File: src/rtl/convolution_feeder.sv
// Sequencer feeding kernel weights then one row-major image frame into a KxK convolution engine.
// Optional macro CONV_FEEDER_KEEP_KERNEL_EN adds keep_kernel to skip the kernel load.
module convolution_feeder #(
  parameter int MAX_XRES    = 128,
  parameter int XRES1       = 16,
  parameter int XRES2       = 32,
  parameter int XRES3       = 64,
  parameter int XRES4       = 4,
  parameter int XRES5       = 8,
  parameter int RESOLUTIONS = 5,
  parameter int MAX_YRES    = 128,
  parameter int K           = 3,
  parameter int WIDTH       = 16,
  parameter int ADDR_W      = $clog2(MAX_XRES*MAX_YRES)
) (
  input  logic                          clock,
  input  logic                          clock_sreset,
  input  logic                          start,
  input  logic [2:0]                    xres_select,
  input  logic [$clog2(MAX_YRES+1)-1:0] yres,
  input  logic [ADDR_W-1:0]             img_base,
  input  logic                          stall,
`ifdef CONV_FEEDER_KEEP_KERNEL_EN
  input  logic                          keep_kernel,
`endif
  output logic                          busy,
  output logic                          done,
  output logic [$clog2(K*K)-1:0]        kernel_rd_addr,
  input  logic [WIDTH-1:0]              kernel_rd_data,
  output logic [ADDR_W-1:0]             img_rd_addr,
  input  logic [WIDTH-1:0]              img_rd_data,
  output logic                          kernel_data_shift,
  output logic [WIDTH-1:0]              kernel_data,
  output logic                          data_shift,
  output logic [WIDTH-1:0]              data,
  output logic                          enable_calc
);

  localparam int XW  = $clog2(MAX_XRES+1);
  localparam int YW  = $clog2(MAX_YRES+1);
  localparam int KAW = $clog2(K*K);
  localparam logic [KAW-1:0] K_LAST = KAW'(K*K-1);
  localparam logic [XW-1:0]  KM1_X  = XW'(K-1);
  localparam logic [YW-1:0]  KM1_Y  = YW'(K-1);

  typedef enum logic [1:0] {IDLE, KLOAD, STREAM, DRAIN} state_e;

  state_e            state_q, state_d;
  logic [XW-1:0]     x_last_q, x_last_d;
  logic [YW-1:0]     y_last_q, y_last_d;
  logic [XW-1:0]     col_q, col_d;
  logic [YW-1:0]     row_q, row_d;
  logic [KAW-1:0]    kidx_q, kidx_d;
  logic [ADDR_W-1:0] addr_q, addr_d;
  logic              kshift_q, kshift_d;
  logic              pshift_q, pshift_d;
  logic              win_q, win_d;
  logic              en_q, en_d;
  logic              done_q, done_d;

  logic [XW-1:0]     x_sel;
  logic              xsel_ok;
  logic              accept;
  logic              keep;
  logic              last_pix;

`ifdef CONV_FEEDER_KEEP_KERNEL_EN
  assign keep = keep_kernel;
`else
  assign keep = 1'b0;
`endif

  always_comb begin
    x_sel = XW'(XRES1);
    case (xres_select)
      3'd0:    x_sel = XW'(XRES1);
      3'd1:    x_sel = XW'(XRES2);
      3'd2:    x_sel = XW'(XRES3);
      3'd3:    x_sel = XW'(XRES4);
      3'd4:    x_sel = XW'(XRES5);
      default: x_sel = XW'(XRES1);
    endcase
  end

  assign xsel_ok  = int'(xres_select) < RESOLUTIONS;
  assign accept   = start && xsel_ok && (yres >= YW'(K)) && (yres <= YW'(MAX_YRES));
  assign last_pix = (col_q == x_last_q) && (row_q == y_last_q);

  always_ff @(posedge clock or negedge clock_sreset) begin
    if (!clock_sreset) begin
      state_q  <= IDLE;
      x_last_q <= '0;
      y_last_q <= '0;
      col_q    <= '0;
      row_q    <= '0;
      kidx_q   <= '0;
      addr_q   <= '0;
      kshift_q <= 1'b0;
      pshift_q <= 1'b0;
      win_q    <= 1'b0;
      en_q     <= 1'b0;
      done_q   <= 1'b0;
    end else begin
      state_q  <= state_d;
      x_last_q <= x_last_d;
      y_last_q <= y_last_d;
      col_q    <= col_d;
      row_q    <= row_d;
      kidx_q   <= kidx_d;
      addr_q   <= addr_d;
      kshift_q <= kshift_d;
      pshift_q <= pshift_d;
      win_q    <= win_d;
      en_q     <= en_d;
      done_q   <= done_d;
    end
  end

  always_comb begin
    state_d = state_q;
    case (state_q)
      IDLE:    if (accept) state_d = keep ? STREAM : KLOAD;
      KLOAD:   if (!stall && kidx_q == K_LAST) state_d = STREAM;
      STREAM:  if (!stall && last_pix) state_d = DRAIN;
      DRAIN:   if (!pshift_q) state_d = IDLE;
      default: state_d = IDLE;
    endcase
  end

  // Window flag travels with the pixel read so enable_calc follows shifts, not cycles.
  always_comb begin
    x_last_d = x_last_q;
    y_last_d = y_last_q;
    col_d    = col_q;
    row_d    = row_q;
    kidx_d   = kidx_q;
    addr_d   = addr_q;
    kshift_d = 1'b0;
    pshift_d = 1'b0;
    win_d    = 1'b0;
    en_d     = pshift_q && win_q;
    done_d   = 1'b0;
    case (state_q)
      IDLE: begin
        if (accept) begin
          x_last_d = x_sel - XW'(1);
          y_last_d = yres - YW'(1);
          addr_d   = img_base;
          col_d    = '0;
          row_d    = '0;
          kidx_d   = '0;
        end
      end
      KLOAD: begin
        if (!stall) begin
          kshift_d = 1'b1;
          kidx_d   = (kidx_q == K_LAST) ? '0 : kidx_q + KAW'(1);
        end
      end
      STREAM: begin
        if (!stall) begin
          pshift_d = 1'b1;
          win_d    = (row_q >= KM1_Y) && (col_q >= KM1_X);
          addr_d   = addr_q + ADDR_W'(1);
          if (col_q == x_last_q) begin
            col_d = '0;
            row_d = row_q + YW'(1);
          end else begin
            col_d = col_q + XW'(1);
          end
        end
      end
      DRAIN: begin
        if (!pshift_q) done_d = 1'b1;
      end
      default: ;
    endcase
  end

  always_comb begin
    busy              = (state_q != IDLE);
    done              = done_q;
    kernel_rd_addr    = kidx_q;
    img_rd_addr       = addr_q;
    kernel_data_shift = kshift_q;
    kernel_data       = kshift_q ? kernel_rd_data : '0;
    data_shift        = pshift_q;
    data              = pshift_q ? img_rd_data : '0;
    enable_calc       = en_q;
  end

endmodule

File: config.mk
export PLATFORM = sky130hd
export DESIGN_NAME = convolution_feeder
export DESIGN_NICKNAME = d
export VERILOG_FILES = /design/src/rtl/convolution_feeder.sv
export SDC_FILE = /design/constraint.sdc
export NUM_CORES = 1
export LEC_CHECK = 0
export ABC_CLOCK_PERIOD_IN_PS = 2600
export BUFFER_PORTS_ARGS = -buffer_cell sky130_fd_sc_hd__buf_2
export CAP_MARGIN = 20
export CORE_AREA = 2 2 111 70
export DETAILED_ROUTE_END_ITERATION = 8
export DIE_AREA = 0 0 113 72
export PLACE_DENSITY = 0.86
export SLEW_MARGIN = 40
export SYNTH_ARGS = -nofsm -noshare
export SYNTH_HDL_FRONTEND = slang
export SYNTH_SLANG_ARGS = --single-unit
export TNS_END_PERCENT = 50
File: constraint.sdc
create_clock -name clock -period 2.6 [get_ports clock]
set_input_delay 0.13 -clock clock [delete_from_list [all_inputs] [get_ports clock]]
set_output_delay 0.13 -clock clock [all_outputs]
set_load 0.005 [all_outputs]
-- After elaboration in Yosys (flattened, before gate mapping)
Cells that the tools add are included.
W data, S select, Z words.
- bits of input ports: 61
- bits in registers: 57
- word-level logic and storage cells: 87
- memory bits (writable): 0
- memories kept: 0
- ROM bits: 0
- latch bits: 0
- reductions and logical operators: 18
- divide/modulo/power cells: 0
- muxes and demuxes: 29
- multiply operators: 0
- order comparisons: 5
- bitwise gates (word level): 0
- shifts and indexed selects: 0
- eq/ne operators: 17
- add/sub/neg operators: 6
- operator list (kind ; number):
    $mux W8 ; 5
    $mux W16 ; 2
    $pmux W8 S2 ; 2
    $mux W14 ; 2
    $pmux W14 S2 ; 1
    $pmux W7 S4 ; 1
    $ge A8 B2 Y1 const B ; 3
    $add A8 B1 Y8 const B ; 2
    $eq A8 B8 Y1 ; 2
    $sub A8 B1 Y8 const B ; 2
    $add A14 B1 Y14 const B ; 1
    $ne A2 B2 Y1 const B ; 7
    $mux W4 ; 3
    $le A8 B8 Y1 const B ; 1
    $logic_and A1 B1 Y1 ; 8
    $mux W2 ; 4
    $pmux W2 S4 ; 1
    $pmux W4 S2 ; 1
    $reduce_and A4 Y1 ; 2
    $mux W1 ; 7
    $eq A3 B2 Y1 const B ; 2
    $reduce_and A3 Y1 ; 2
    $reduce_bool A2 Y1 ; 3
    $add A4 B1 Y4 const B ; 1
    9 further kinds ; 10

-- Longest topological paths before layout
- depth in word-level cells: 6
- mapped depth: 9
- gate-level depth less buffers: 7

-- Least setup slack after synthesis
OpenSTA, ideal clock, no wires.
- path type: register to register
- start: register state_q[0]
- end: register col_q[6]
- buffers on the path: 2
- cell stages (with the launch flop): 9
- library setup time: 0.082 ns
- data arrival time: 1.980 ns
- setup slack: 0.538 ns
- cells stage by stage: dfrtp_1 inv_1 ha_1 clkbuf_1 inv_1 a21oi_1 clkbuf_1 nand2_1 o22ai_1
- word-level cells in the longest chain between the ends: 3
- elaborated cells on any way between the ends: 7
- RTL lines (item ; RTL line ; source):
    from (decl) ; 48 ; state_e state_q, state_d;
    from (signal assigned) ; 104 ; state_q <= state_d;
    $eq A2 B2 Y1 / $logic_not A2 Y1 (equally long branches) ; 143 ; case (state_q)
    $ne A2 B2 Y1 (no line) / $reduce_bool A2 Y1 (equally long branches) ; n/a ;
    $reduce_and A3 Y1 (no line) ; n/a ;
    to (signal assigned) ; 107 ; col_q <= col_d;
    to (decl) ; 51 ; logic [XW-1:0] col_q, col_d;
Several ways; a longest one is shown, not always the timed one.
A chain may end at the register's enable or synchronous reset.

-- Worst setup path after layout
- start: register state_q[0]
- end: register row_q[5]
- word-level cells in the longest chain between the ends: 3
- elaborated cells on any way between the ends: 8
- RTL lines (item ; RTL line ; source):
    $eq A2 B2 Y1 / $logic_not A2 Y1 (equally long branches) ; 143 ;
    $ne A2 B2 Y1 (no line) / $reduce_bool A2 Y1 (equally long branches) ; n/a ;
    $reduce_and A4 Y1 (no line) ; n/a ;
    to (signal assigned) ; 108 ; row_q <= row_d;
    to (decl) ; 52 ; logic [YW-1:0] row_q, row_d;
Several ways; a longest one is shown, not always the timed one.

==> flow_results.org <==
** Layout
- Once layout is complete, the cells apart from fillers number 600.
- Leaving out fill and tap cells, the most frequent cell in the layout is sky130_fd_sc_hd__buf_2.
- Proportion of layout cells with a drive suffix above 1 :: 0.293
- Multi-input gate area :: 1960 sq um
- The number of antenna diodes in the final layout is 0.
- In the final design database the tool counted 583 nets.
- The sequential cells in the finished layout cover a total of 1400 sq um.
- Fill cells in the final layout number 585.
- Commonest non-fill, non-tap cells in the layout :: sky130_fd_sc_hd__buf_2 (115), sky130_fd_sc_hd__dfrtp_1 (56), sky130_fd_sc_hd__and2_1 (35), sky130_fd_sc_hd__nand2_1 (35), sky130_fd_sc_hd__a21oi_1 (30)
- For this run, the share of the core covered by cells in the final layout is 0.616.
- Area growth from synthesis to final layout :: 25.1%

** Clock network
- The clock drives 56 sinks.
- TritonCTS built the clock tree.
- Worst-skew pair later-pin latency :: 0.30 ns
- The number of clock buffers added by TritonCTS is 5.
- After clock tree synthesis, the clock-pin slew on the worst setup and hold paths is 0.07 ns.
- H-tree depth :: 2
- Root buffer cell :: sky130_fd_sc_hd__clkbuf_16
- After clock tree synthesis, the setup repair step added 0 buffers.
- Buffer depth of the longest clock path :: 2

** Timing
- Final min period :: 2.30 ns
- Rel. slew slack :: 0.550
- Actual slew at the worst max-slew pin :: 0.669 ns
- Across all hold checks on the routed design, the worst slack comes to 0.0764 ns.
- The clock arrives with between 0.005 and 0.006 ns of skew.
- In the finished design, the share of the clock period the worst path needs comes to 0.884.
- The final-report max-slew violation count is 0.
- The hold violation total from the final report is 0.
- Final worst-path setup slack :: 0.301 ns
- After routing, the total negative slack on setup checks comes to 0 ns.
- Setup violations remaining at the end of the flow were counted as 0.
- Setup repair after global routing left no endpoint under its margin.
- Fmax achieved :: 0.435 GHz

** Min path
- The min-delay analysis places its worst path in the category in2reg.
- The startpoint identified for the worst hold timing path is yres[0].
- For hold timing, the worst endpoint is y_last_q[0].
- Counting instances, the worst hold path has a depth of 2.

** Global routing
- Global-route wire length before repair :: 15100 microns
- Tot GR Track Use :: 0.229
- Antenna violations before repair :: 0
- Summed over all layers, the global routing overflow is 0.
- The via count of the first global-routing pass was 3161.
- Entering global routing, the biggest net connects between 40 and 50 pins.

** Placed design
- Buffers placed on the I/O ports in this run total about 120.
- DP Cell Count :: 590
- Weighted congestion reported at the end of routability-driven placement :: 0.816
- Setup WS pre-CTS :: 0.254 ns
- Once detailed placement completed, the half-perimeter wirelength came to 6880 microns.

** Routing
- Once detail routing completed, the nets flagged for antenna violations numbered 0.
- After detailed routing, the average wire length per cell comes to ~15 microns.
- After the first detailed-routing iteration, the DRC count stood at 354.
- After detailed routing, the number of remaining DRC violations is 12.
- Total wirelength of the detailed-routed design :: 9260 microns
- Total iterations of the first detailed-routing run :: 7
- Total vias in the final route :: ~3500
- Avg Vias per Cell :: 5.87

** Yosys
- FF+latch count, synth :: 56
- Compound-gate portion of the synthesized area :: 0.205
- The portion of synthesized area spent on multiplexers is 0.00896.
- Of the total synthesized cell area, the portion taken by XOR and XNOR cells is 0.0527.
- A synthesized cell averages 9.00 sq um.
- Mapped Cells :: 388
- The share of the Yosys chip area taken by registers is 0.401.
- Distinct cells, synth :: 53
- Of the total synthesized cell area, the portion taken by full adders, half adders and majority gates is 0.0502.
- For this run, the number of Yosys warnings is 0.
- Post-synth top flop :: sky130_fd_sc_hd__dfrtp_1
- Combinational family with the most area after synthesis :: simple AND/OR/NAND/NOR gates
- Of the total synthesized cell area, the portion taken by AND, OR, NAND and NOR gates is 0.240.
- After synthesis the cells add up to 3490 sq um.
- Synthesis produced a netlist with a net count of 463.
- Post-synth EDFFs :: 0
- For this run, asynchronously set or reset flops after synthesis account for 1.00.

** Setup path
- Required time at the endpoint of the critical path :: about 2.8 ns
- STA classifies the critical path endpoint as a flip-flop.
- R2R depth :: 8
- The worst setup path is launched from a flip-flop.
- The startpoint identified for the worst register-to-register timing path is state_q[0].
- Along the worst path, the maximum fanout reaches 20.
- Data on the critical path arrives at its endpoint at between 2 and 3 ns.
- The endpoint identified for the worst register-to-register timing path is row_q[5].
- Worst R2R Setup Slack :: 0.30 ns
- The setup path with the least slack is of type reg2reg.

** Floorplanning
- The die covers ~8000 sq um.
- The floorplan step defined a core boundary enclosing 7090 sq um.
- Standard-cell row count :: 24
- Io pins :: approximately 120
- In this run the horizontal extent of the chip is between 100 and 150 microns.
- For this configuration, the core starts out at a cell density of 0.493.
- Chip Height :: 72 microns

** Job
- Max-cap violations in this run came to 0.

** Power
- The worst-case IR drop observed on VDD is approximately 550 uV.
- Areal power density over the cells :: 1000 nW/um^2
- Leak pwr :: 2.09 nW

** Outcome
- The flow ran to the end, but the final reports show violations.
- Violations in the final reports :: DRC
[how the worst max path moves through the flow]
stage | startpoint | endpoint | slack [ns] | depth (start not counted)
detailed placement | yres[0] | img_rd_addr[11] | 0.25 | 8
global placement | yres[5] | img_rd_addr[13] | 0.32 | 7
global route | state_q[0] | row_q[4] | 0.15 | 8
finish | state_q[0] | row_q[5] | 0.30 | 8
floorplan | state_q[0] | col_q[6] | 0.54 | 8
CTS | state_q[0] | img_rd_addr[11] | 0.31 | 7
[registers in the layout (all words and copies together), names as in the netlist]
signal / cells
enable_calc: 1
x_last_q: 7
data_shift: 1
state_q: 2
kernel_data_shift: 1
win_q: 1
done: 1
col_q: 8
img_rd_addr: 14
kernel_rd_addr: 4
y_last_q: 8
row_q: 8
[routing by layer]
layer	wire length, microns	global-route usage	vias up
met2	4220	0.375	212
met1	4020	0.321	1642
met5	0	0	-
met4	159	0.0732	0
li1	-	-	1649
met3	866	0.0292	16
[metrics by stage]
step | power, mW | cell area [sq um]
6_report | 4.38 | 4370
3_5_place_dp | 3.62 | 4200
5_1_grt | 4.71 | 4370
3_3_place_gp | 3.52 | 4200
2_1_floorplan | 2.87 | 3490
4_1_cts | 4.34 | 4360
[Yosys cell counts, types with 2 or more instances]
| cell | count | share of area |
|---|---|---|
| sky130_fd_sc_hd__dfrtp_1 | 56 | 0.40 |
| sky130_fd_sc_hd__and2_1 | 35 | 0.063 |
| sky130_fd_sc_hd__nand2_1 | 35 | 0.038 |
| sky130_fd_sc_hd__a21oi_1 | 30 | 0.043 |
| sky130_fd_sc_hd__o21ai_0 | 20 | 0.029 |
| sky130_fd_sc_hd__inv_1 | 19 | 0.020 |
| sky130_fd_sc_hd__nand3_1 | 19 | 0.027 |
| sky130_fd_sc_hd__nor2_1 | 15 | 0.016 |
| sky130_fd_sc_hd__ha_1 | 14 | 0.050 |
| sky130_fd_sc_hd__o32ai_1 | 11 | 0.028 |
| sky130_fd_sc_hd__xnor2_1 | 11 | 0.028 |
| sky130_fd_sc_hd__nor4_1 | 10 | 0.018 |
| sky130_fd_sc_hd__xor2_1 | 10 | 0.025 |
| sky130_fd_sc_hd__o31ai_1 | 9 | 0.019 |
| sky130_fd_sc_hd__clkbuf_1 | 8 | 0.0086 |
| sky130_fd_sc_hd__o21ai_1 | 8 | 0.011 |
| sky130_fd_sc_hd__or4_1 | 8 | 0.017 |
| sky130_fd_sc_hd__and3_1 | 5 | 0.0090 |
| sky130_fd_sc_hd__buf_2 | 5 | 0.0072 |
| sky130_fd_sc_hd__or3_1 | 5 | 0.0090 |
| sky130_fd_sc_hd__nand2b_1 | 4 | 0.0072 |
| sky130_fd_sc_hd__nand4_1 | 4 | 0.0072 |
| sky130_fd_sc_hd__or2_2 | 4 | 0.0072 |
| sky130_fd_sc_hd__a21o_1 | 3 | 0.0064 |
| sky130_fd_sc_hd__o21bai_1 | 3 | 0.0064 |
| sky130_fd_sc_hd__o41ai_1 | 3 | 0.0075 |
| sky130_fd_sc_hd__a31o_2 | 2 | 0.0050 |
| sky130_fd_sc_hd__a31oi_1 | 2 | 0.0036 |
| sky130_fd_sc_hd__mux2i_1 | 2 | 0.0057 |
| sky130_fd_sc_hd__nor2b_1 | 2 | 0.0036 |
| sky130_fd_sc_hd__nor3_1 | 2 | 0.0029 |
| sky130_fd_sc_hd__o21a_1 | 2 | 0.0043 |
| sky130_fd_sc_hd__or4_4 | 2 | 0.0064 |
[where the power goes]
part / internal [mW] / total (mW) / switching, mW
registers: 1.18 / 1.61 / 0.429
logic: 0.919 / 2.07 / 1.15
clock network: 0.385 / 0.700 / 0.315
total: 2.49 / 4.38 / 1.90
[repair_timing]
| action | in CTS | in global routing |
|---|---|---|
| hold buffers | 1 | 0 |
| gates resized for setup | 0 | 0 |
| hold endpoints to repair | 15 | 0 |
[critical path, stage by stage, from the launching register on]
cell	delay (ns)
sky130_fd_sc_hd__dfrtp_1	0.40
sky130_fd_sc_hd__inv_1	0.11
sky130_fd_sc_hd__ha_1	0.21
sky130_fd_sc_hd__nor2_1	0.08
sky130_fd_sc_hd__a21oi_1	0.30
sky130_fd_sc_hd__o311ai_4	0.19
sky130_fd_sc_hd__buf_4	0.24
sky130_fd_sc_hd__or4_1	0.51
sky130_fd_sc_hd__a21oi_1	0.17
[area by class of cell]
| type | instances | area share |
|---|---|---|
| timing repair buffer | 128 | 0.155 |
| multi-input combinational | 298 | 0.448 |
| clock inverter | 1 | 0.00172 |
| inverter | 19 | 0.0163 |
| clock buffer | 7 | 0.0327 |
| tap | 91 | 0.0261 |
| sequential | 56 | 0.321 |
[cells by family after synthesis]
logic type                 after synthesis
DFF                                     56
AOI/OAI and AO/OA                      106
and+or+nand+nor                        154
xor gates and xnor gates                21
adders and majority gates               14
muxes                                    3
buffers and inverters                   34
(Power assumes the default switching activity.)
